==> src/rtl/sram_arb_pkg.sv <==
// Shared definitions for the two-master SRAM arbiter: FSM encoding,
// master index constants and the timeout-counter width helper.
package sram_arb_pkg;

    typedef enum logic [1:0] {
        IDLE  = 2'd0,
        ISSUE = 2'd1,
        ACK   = 2'd2
    } arb_state_t;

    localparam logic M0 = 1'b0;
    localparam logic M1 = 1'b1;

    // Counter wide enough to hold the value TIMEOUT itself.
    function automatic int tmo_width(input int timeout);
        return (timeout < 1) ? 1 : $clog2(timeout + 1);
    endfunction

endpackage

==> src/rtl/sram_arbiter_rr.sv <==
// Combinational 2-way picker. With both requests active it either favours
// master 0 (fixed priority) or the master that was not granted last.
module rr_arbiter2
    import sram_arb_pkg::*;
(
    input  logic [1:0] req,
    input  logic       last_grant,
    input  logic       fixed_prio,
    output logic       grant,
    output logic       valid
);

    // Pick a winner from the current request vector.
    always_comb begin
        valid = |req;
        grant = M0;
        unique case (req)
            2'b01:   grant = M0;
            2'b10:   grant = M1;
            2'b11:   grant = fixed_prio ? M0 : ~last_grant;
            default: grant = M0;
        endcase
    end

endmodule

==> src/rtl/sram_arbiter.sv <==
// Shares one sram_ctrl between the CPU path (master 0) and a DMA/framebuffer
// port (master 1). A granted command is registered, held on the controller
// pins while in ISSUE, and answered with a one-cycle ack (plus err on
// timeout) to the granted master. Handshake: a master holds req with a
// stable command until it sees ack, then drops or replaces req in that same
// cycle; reqs are not looked at during ACK, so every transaction is
// followed by at least one IDLE cycle.
module sram_arbiter
    import sram_arb_pkg::*;
#(
    parameter int ADDR_W     = 32,
    parameter int DATA_W     = 32,
    parameter int FIXED_PRIO = 0,
    parameter int TIMEOUT    = 255
) (
    input  logic              clk,
    input  logic              rst,

    input  logic              m0_req_i,
    input  logic              m0_we_i,
    input  logic [ADDR_W-1:0] m0_addr_i,
    input  logic [3:0]        m0_be_i,
    input  logic [DATA_W-1:0] m0_wdata_i,
    output logic              m0_ack_o,
    output logic              m0_err_o,
    output logic [DATA_W-1:0] m0_rdata_o,

    input  logic              m1_req_i,
    input  logic              m1_we_i,
    input  logic [ADDR_W-1:0] m1_addr_i,
    input  logic [3:0]        m1_be_i,
    input  logic [DATA_W-1:0] m1_wdata_i,
    output logic              m1_ack_o,
    output logic              m1_err_o,
    output logic [DATA_W-1:0] m1_rdata_o,

    output logic              enable_o,
    output logic              readEnable_o,
    output logic [ADDR_W-1:0] addr_o,
    output logic [3:0]        byteSelect_o,
    output logic [DATA_W-1:0] dataSave_o,
    input  logic [DATA_W-1:0] dataLoad_i,
    input  logic              busy_i
);

    localparam int              TMO_W    = tmo_width(TIMEOUT);
    localparam logic [TMO_W-1:0] TMO_LAST = TMO_W'(TIMEOUT - 1);
    localparam logic            FP       = (FIXED_PRIO != 0);

    arb_state_t        state_q, state_d;
    logic              last_grant_q;
    logic              gnt_q;
    logic              we_q;
    logic [ADDR_W-1:0] addr_q;
    logic [3:0]        be_q;
    logic [DATA_W-1:0] wdata_q;
    logic [TMO_W-1:0]  tmo_q;
    logic              abort_q;
    logic [DATA_W-1:0] rdata0_q, rdata1_q;

    logic              pick;
    logic              pick_valid;
    logic              take;
    logic              done;
    logic              tmo_hit;

    rr_arbiter2 u_pick (
        .req        ({m1_req_i, m0_req_i}),
        .last_grant (last_grant_q),
        .fixed_prio (FP),
        .grant      (pick),
        .valid      (pick_valid)
    );

    // Event decode: grant in IDLE, completion or abort in ISSUE.
    always_comb begin
        take    = (state_q == IDLE) && pick_valid;
        done    = (state_q == ISSUE) && !busy_i;
        tmo_hit = (state_q == ISSUE) && busy_i && (tmo_q == TMO_LAST);
    end

    // Next-state logic.
    always_comb begin
        state_d = state_q;
        unique case (state_q)
            IDLE:    if (pick_valid) state_d = ISSUE;
            ISSUE:   if (done || tmo_hit) state_d = ACK;
            ACK:     state_d = IDLE;
            default: state_d = IDLE;
        endcase
    end

    // State register; reset parks in IDLE so enable_o drops at once.
    always_ff @(posedge clk or posedge rst) begin
        if (rst) state_q <= IDLE;
        else     state_q <= state_d;
    end

    // Latch the winning command and remember who won for round-robin.
    always_ff @(posedge clk or posedge rst) begin
        if (rst) begin
            last_grant_q <= M1;
            gnt_q        <= M0;
            we_q         <= 1'b0;
            addr_q       <= '0;
            be_q         <= '0;
            wdata_q      <= '0;
        end else if (take) begin
            last_grant_q <= pick;
            gnt_q        <= pick;
            if (pick == M1) begin
                we_q    <= m1_we_i;
                addr_q  <= m1_addr_i;
                be_q    <= m1_be_i;
                wdata_q <= m1_wdata_i;
            end else begin
                we_q    <= m0_we_i;
                addr_q  <= m0_addr_i;
                be_q    <= m0_be_i;
                wdata_q <= m0_wdata_i;
            end
        end
    end

    // Count busy cycles in ISSUE; cleared whenever a new command may start.
    always_ff @(posedge clk or posedge rst) begin
        if (rst)                                tmo_q <= '0;
        else if (state_q != ISSUE)              tmo_q <= '0;
        else if (busy_i && !tmo_hit)            tmo_q <= tmo_q + 1'b1;
    end

    // Remember whether the transaction finished by timeout.
    always_ff @(posedge clk or posedge rst) begin
        if (rst)          abort_q <= 1'b0;
        else if (tmo_hit) abort_q <= 1'b1;
        else if (done)    abort_q <= 1'b0;
    end

    // Per-master read data: loaded on read completion, zeroed on abort.
    always_ff @(posedge clk or posedge rst) begin
        if (rst) begin
            rdata0_q <= '0;
            rdata1_q <= '0;
        end else if (tmo_hit) begin
            if (gnt_q == M1) rdata1_q <= '0;
            else             rdata0_q <= '0;
        end else if (done && !we_q) begin
            if (gnt_q == M1) rdata1_q <= dataLoad_i;
            else             rdata0_q <= dataLoad_i;
        end
    end

    // Controller pins and master responses.
    always_comb begin
        enable_o     = (state_q == ISSUE);
        readEnable_o = (state_q == ISSUE) && !we_q;
        addr_o       = addr_q;
        byteSelect_o = be_q;
        dataSave_o   = wdata_q;
        m0_ack_o     = (state_q == ACK) && (gnt_q == M0);
        m1_ack_o     = (state_q == ACK) && (gnt_q == M1);
        m0_err_o     = m0_ack_o && abort_q;
        m1_err_o     = m1_ack_o && abort_q;
        m0_rdata_o   = rdata0_q;
        m1_rdata_o   = rdata1_q;
    end

endmodule
==> config.mk <==
export PLATFORM = sky130hd
export DESIGN_NAME = sram_arbiter
export DESIGN_NICKNAME = d
export VERILOG_FILES = /design/src/rtl/sram_arb_pkg.sv /design/src/rtl/sram_arbiter_rr.sv /design/src/rtl/sram_arbiter.sv
export SDC_FILE = /design/constraint.sdc
export NUM_CORES = 1
export LEC_CHECK = 0
export CAP_MARGIN = 20
export CORE_MARGIN = 3
export CORE_UTILIZATION = 41
export DETAILED_ROUTE_END_ITERATION = 8
export PLACE_DENSITY_LB_ADDON = 0.1
export SYNTH_ARGS = -nofsm -noshare
export SYNTH_HDL_FRONTEND = slang
export SYNTH_SLANG_ARGS = --single-unit
==> constraint.sdc <==
create_clock -name clk -period 5.4 [get_ports clk]
set_input_delay 1.08 -clock clk [delete_from_list [all_inputs] [get_ports clk]]
set_output_delay 1.08 -clock clk [all_outputs]
set_load 0.03 [all_outputs]
==> results.txt, run 1 <==
The fraction of registers with async set or reset after synthesis was 100%; the number of clock sinks was 146. The setup path with the least slack is of type register to output port. The share of synthesized area in the top cell type comes to 57.7%. Entering global routing, the biggest net connects 141 pins.

The flow ran to the end, and the final reports show no timing, DRC or antenna violations. The floorplan has 44 rows. In this run the horizontal extent of the chip is 130 um. For the worst flop-to-flop path, the logic depth is 6.

In the final layout, the share of cells above drive strength 1 is 7.15%. For the max-slew violation count, the log shows 0. The commonest cells after synthesis are dfrtp_1, nand2_1, o21ai_0. Initial cell density of the core: 42.6%. The worst hold path was traced through 2 stages.

The number of gates resized after CTS was 0. The tools report the overall overflow remaining after global route as 0. Once detail routing completed, the nets flagged for antenna violations numbered 0.

Counting every net in the synthesized netlist gives 705. The peak ir drop on the vdd network is 293 uV. Yosys printed 0 warnings. 313 I/O pins were placed. For this run, the total global-route usage over all layers was measured as 23.0%. Growth of design area from synthesis to finish: 61.6%. The start point of the worst hold path was addr_o[0]$_DFFE_PP0P_.

The H-tree depth reported by CTS is 4. The leading register cell type out of synthesis was dfrtp_1. Once placement finished, the instance area stood at 0.00952 sq mm. Yosys attributes the largest share of cell area to dfrtp_1, mux2i_1, a32o_1. The tools report the register-to-register path setup slack as 3.10 ns. Setup repair after global routing left no endpoint under its margin. The wire length reported by the detailed router is 19900 um, and the largest clock skew in the final design is 0.00538 ns.

The routed layout has 5432 vias. Max-cap violations in this run came to 0. A synthesized cell averages 11.9 sq um.

The layout has 1093 filler cells. The areal power density over the cells is 614 mW/mm^2, and the accumulated negative setup slack is 0 ns. The floorplan step defined a die boundary enclosing 0.0169 sq mm. Count of unresolved DRC violations after routing: 0. The root buffer cell chosen for the clock tree is clkbuf_16. The worst pin sits at a relative slew slack of 30.1%.

The repair_antennas step left the layout with diodes totalling 0. For the pin with the worst max-slew slack, the measured transition is 1.05 ns. The maximum buffer depth of the clock tree is 2, and the register area share after synthesis is 58.1%. The library cell with the largest summed area after synthesis is dfrtp_1. The wire length of the first global-routing pass came out at 30000 um. Setup violations remaining at the end of the flow were counted as 0.

The data arrival time of the critical path was 2.31 ns; the clock period minus worst slack was 3.39 ns. The via count of the first global-routing pass was 5675. For this design the static power due to leakage is 4.26 nW. After clock tree synthesis, the flow added hold-fix buffers numbering 0. Beginning of the worst register-to-register path: state_q[0]$_DFFE_PP0P_.

Count of final hold-check violations: 0. Most common cell in the netlist: dfrtp_1. The detailed placer's ending HPWL came out at 14500 um.

TritonCTS buffer count: 17. The run gives 0.42 ns as the insertion delay to the later sink of the worst-skew pair. The synthesized design contains 146 register bits. TritonCTS built the clock tree. The post-route clock period utilization was 62.8%. Routed length per instance: 19.5 um. In the synthesized netlist, the number of instances is 528. The die is 130 um tall. For hold timing, the worst endpoint is addr_o[0]$_DFFE_PP0P_.

The tools report the critical path endpoint category as an output port. The worst setup path is launched from a register. Worst hold path class: register to register. The logs give 0.477 ns for the final hold slack and 4.32 ns for the data required time of the worst path. During placement, the flow inserted port buffers numbering 312.

In this run the worst path has a maximum fanout of 64. The synthesized netlist occupies a cell area of 0.00629 sq mm. At the end of routability-driven placement, the weighted congestion stood at 0.836.

Clock-pin slew was measured on the worst setup and hold paths at 0.06 ns. In this run the post-CTS setup repair buffer count came out at 0. The summed area of non-filler cells in the final layout is 0.0102 sq mm. After detailed routing, the number of vias per cell comes to 5.31. The violation count after the first detailed-routing iteration came out at 274.

The number of antenna violations at the first check in global routing is 0, and the core region area is 0.0148 sq mm. The core utilization of the finished layout came out at 68.9%. For this run, the post-layout net count is 1003. The first TritonRoute pass finished after 4 iterations. Counting distinct cell types in the post-synthesis netlist gives 40.

The tools report the end of the worst register-to-register path as dataSave_o[23]$_DFFE_PP0P_. Counting flops with a built-in enable in the synthesized netlist gives 0. Based on the critical path, the design can be clocked at up to 0.295 GHz.
stage by stage:
| step | power, mW | setup WS (ns) | cells |
|---|---|---|---|
| 6_report | 6.24 | 2.01 | 1023 |
| 3_3_place_gp | 4.98 | 1.96 | 990 |
| 4_1_cts | 6.28 | 1.97 | 1022 |
| 3_5_place_dp | 5.04 | 1.86 | 990 |
| 2_1_floorplan | 3.67 | 0.399 | 528 |
| 5_1_grt | 6.57 | 1.87 | 1023 |
how the worst max path moves through the flow:
stage	start	to	slack, ns	depth (start not counted)
global placement	m1_req_i	addr_o[27]$_DFFE_PP0P_	1.96	5
CTS	state_q[0]$_DFFE_PP0P_	m1_err_o	1.97	4
global route	state_q[0]$_DFFE_PP0P_	m0_err_o	1.87	5
detailed placement	m1_req_i	dataSave_o[0]$_DFFE_PP0P_	1.86	5
finish	state_q[0]$_DFFE_PP0P_	m1_err_o	2.01	4
floorplan	rst	abort_q$_DFFE_PP0P_	0.40	1
report_power, final:
group	switching, mW	internal [mW]	leakage (nW)
clock network	0.461	0.749	0.287
logic	1.83	1.31	2.15
registers	0.301	1.59	1.82
total	2.59	3.65	4.26
layout by cell type, fill, tap and decap left out, types with 5 or more instances in the layout:
master	Yosys	routed
clkinvlp_4	0	5
clkbuf_16	0	17
o21ai_0	71	71
nor2_1	10	10
clkdlybuf4s50_1	0	312
a32o_1	63	63
buf_4	1	11
nand2_1	76	76
dfrtp_1	145	144
mux2i_1	69	69
critical path, stage by stage (launching register included):
cell and delay, ns:
dfrtp_2 0.36, buf_4 0.54, nor2b_1 0.17, and3_1 0.23
clkdlybuf4s50_1 0.59
metal layers:
layer	wire (um)	up-vias	global-route usage (%)
li1	-	2555	-
met2	10000	236	39.3
met3	1770	35	8.39
met4	614	0	9.60
met1	7520	2606	26.1
met5	0	-	0
kinds of logic after synthesis:
group,Yosys count,synth area share (%)
multiplexers,69,11.0
XOR/XNOR,3,0.418
AND/OR/NAND/NOR,106,7.72
flip-flops,146,58.1
buffers and inverters,49,4.22
AO/OA/AOI/OAI,153,18.2
adder cells (fa/ha/maj),2,0.398
layout make-up:
cell class | instances | area (sq um) | area share (%)
Timing Repair Buffer | 324 | 3230 | 31.8
Clock inverter | 13 | 160 | 1.58
Sequential cell | 146 | 3660 | 36.0
Inverter | 4 | 20.0 | 0.197
Clock buffer | 19 | 453 | 4.46
Tap cell | 184 | 230 | 2.27
Multi-Input combinational cell | 333 | 2410 | 23.7
sequential cells by signal, summed over array words and instances, names as in the netlist:
register and flops:
dataSave_o 32, m0_rdata_o 32, abort_q 1, state_q 2
m1_rdata_o 32, tmo_q 8, gnt_q 1, we_q 1
byteSelect_o 4, last_grant_q 1, addr_o 32
Note: power is estimated with default switching activity, not from simulation.
==> inputs of run 2 (changes only) <==
==> constraint.sdc (replaced) <==
create_clock -name clk -period 3.4 [get_ports clk]
set_input_delay 0.68 -clock clk [delete_from_list [all_inputs] [get_ports clk]]
set_output_delay 0.68 -clock clk [all_outputs]
set_load 0.03 [all_outputs]
==> results.txt, run 2 (synthesis results as in run 1) <==
The flow ran to the end, and the final reports show no timing, DRC or antenna violations. For the data required time of the worst path, the log shows 2.72 ns. STA classifies the critical path startpoint as a register. Buffers inserted to repair hold after CTS numbered 0. Walking the worst path, the cells encountered are nand2b_1 > inv_2 > clkdlybuf4s50_1.

The number of antenna violations at the first check in global routing is 1. Using the TritonRoute via totals, the vias-per-cell ratio works out to 5.38. TritonCTS built the clock tree. Once routing completed, OpenROAD measured the worst setup slack at 0.488 ns.

Setup violations remaining at the end of the flow were counted as 0. For the weighted congestion reported at the end of routability-driven placement, the log shows 0.823. The net count of the finished layout is 1001. The path length in cells of the critical path was 3. For the pin with the worst max-slew slack, the measured transition is 0.905 ns. For this run, the top clock speed supported by timing is 0.343 GHz. In the final routed layout, each cell accounts on average for 19.1 um. After layout, the design draws a total of 9.72 mW. The areal power density over the cells was 961 mW/mm^2. The insertion delay to the later sink of the worst-skew pair is 0.42 ns. After detailed routing, the number of remaining DRC violations is 0.

The most common cell after layout, fill and taps aside was clkdlybuf4s50_1. For the number of nets still failing antenna checks after routing, the log shows 0. The tools report the count of final hold-check violations as 0. The max-slew violation count came out at 0. Clock transition at the register clock pins on the worst setup and hold paths after CTS: 0.06 ns.

Headroom to the max-slew limit came out at 39.3%. The count of cells resized by post-cts repair came out at 0. Data arrives at the worst endpoint at 2.23 ns. The number of optimization iterations in the first detailed-route pass was 5. In this run the vertical extent of the chip is 130 um. The final hold slack is 0.477 ns. The multi-input combinational cells in the finished layout cover a total of 0.00241 sq mm. Across all register-to-register paths, the minimum setup slack is 1.24 ns. The path class of the tightest hold or removal check is register to register.

The overall overflow remaining after global route came out at 0. The cell with the largest stage delay on the worst path is clkdlybuf4s50_1. The library cells used most frequently in the layout, excluding fill and tap cells, are clkdlybuf4s50_1, dfrtp_1, nand2_1. The worst-case IR drop observed on VDD is 576 uV. The fraction of final layout cells with drive strength greater than 1 came out at 6.81%. The number of buffers added on ports is 312. Setup repair after global routing left no endpoint under its margin.

The detailed router placed 5494 vias in this run. Across the run, the number of max-cap violations was 0. The floorplan step set the die width to 130 um. The maximum buffer depth of the clock tree was 2; the delay contributed by the slowest stage of the critical path was 0.72 ns. After clock tree synthesis, the setup repair step added 0 buffers. Class of the most critical setup path: register to output port. The placed instances occupy a cell area of 0.00956 sq mm. The detailed placer's ending HPWL came out at 14300 um. The initial cell density of the core is 42.6%.

The critical path contains buffers and inverters numbering 2 combined. For this run, the total global-route usage over all layers was measured as 22.8%. For the final routed database, the setup TNS stands at 0 ns. The worst slack at placement was 0.582 ns.

The tools report the via count of the first global-routing pass as 5580. The clock root buffer was clkbuf_16. The run gives 0.0101 sq mm as the summed area of non-filler cells in the final layout. Entering global routing, the biggest net connects 93 pins. The worst-case reg-to-reg path depth was 5.

The die covers 0.0169 sq mm. The tools report the violation count after the first detailed-routing iteration as 303. The area used by sequential logic in the layout is 0.00366 sq mm, and the H-tree depth reported by CTS is 4. The tools report the critical path endpoint category as an output port. In this run the core area contains 44 standard-cell rows. Along the worst hold path, the cell count comes to 2.

Fill cells in the final layout number 1106. The growth of design area from synthesis to finish works out to 60.8%. The worst path in the final design needs a cycle of 2.91 ns, including I/O delays and setup. The post-route clock period utilization came out at 85.6%. The largest fanout on the critical path came out at 11. Number of clock sinks: 146.

The family with the most delay on the worst path is buffers and inverters. The first global-routing pass estimated 29600 um of wire. The routed design has 19500 um of wire. 313 I/O pins were placed. TritonCTS created 17 clock buffers. The tools report the largest clock skew in the final design as 0.00420 ns. The core region is 0.0148 sq mm. The leakage power figure was 4.24 nW.
run 2: changes by cell type in the layout (fill, tap and decap cells not counted), moves of 2 or more:
cell        delta
clkinvlp_4     -2
buf_4          -5
buf_12         +4
bufinv_16      -3
clkinv_4       +4
run 2: path summary, 6_finish.rpt:
kind | startpoint | endpoint
worst max-delay path | state_q[1]$_DFFE_PP0P_ | enable_o
worst min-delay path | addr_o[27]$_DFFE_PP0P_ | addr_o[27]$_DFFE_PP0P_
worst max register to register | state_q[0]$_DFFE_PP0P_ | dataSave_o[22]$_DFFE_PP0P_
worst min register to register | addr_o[27]$_DFFE_PP0P_ | addr_o[27]$_DFFE_PP0P_
max in group asynchronous | rst | last_grant_q$_DFFE_PP1P_
min in group asynchronous | rst | m0_rdata_o[28]$_DFFE_PP0P_
run 2: power breakdown:
part | internal (mW) | leakage [nW] | switching [mW] | total, mW
logic | 2.08 | 2.15 | 2.90 | 4.97
registers | 2.53 | 1.82 | 0.498 | 3.02
clock network | 0.964 | 0.266 | 0.762 | 1.73
run 2: tightest hold or removal path, delay by kind of cell, from the launching register on:
family | cells | cell delay, ns
flip-flops | 1 | 0.34
AO/OA/AOI/OAI | 1 | 0.06
AND/OR/NAND/NOR | 1 | 0.04
run 2: final cells by class:
type	instances	area share, %
inverters	4	0.186
diodes	1	0.0247
clock inverters	13	1.05
clock buffers	19	4.38
multi-input cells	333	23.8
well taps	184	2.28
repair buffers	322	32.1
flip-flops and latches	146	36.1
run 2: through the flow:
step	util, %	std cells
after floorplan	-	528
after global placement	64.8	989
final	68.6	1022
after global routing	68.6	1022
after CTS	68.5	1021
after detailed placement	64.8	989
run 2: metal layers:
metal  global-route usage [%]  wire length, um  up-vias
met4                     8.44              409        0
met3                     8.88             1810       30
met5                        0                0        -
li1                         -                -     2559
met1                     26.7             7510     2641
met2                     38.2             9750      264
==> inputs of run 3 (changes only) <==
--- a/config.mk
+++ b/config.mk
@@ -10,6 +10,7 @@
 export CORE_UTILIZATION = 41
 export DETAILED_ROUTE_END_ITERATION = 8
 export PLACE_DENSITY_LB_ADDON = 0.1
+export SLEW_MARGIN = 20
 export SYNTH_ARGS = -nofsm -noshare
 export SYNTH_HDL_FRONTEND = slang
 export SYNTH_SLANG_ARGS = --single-unit
==> results of run 3 <==
Final layout, timing and power as in run 2 (identical DEF).
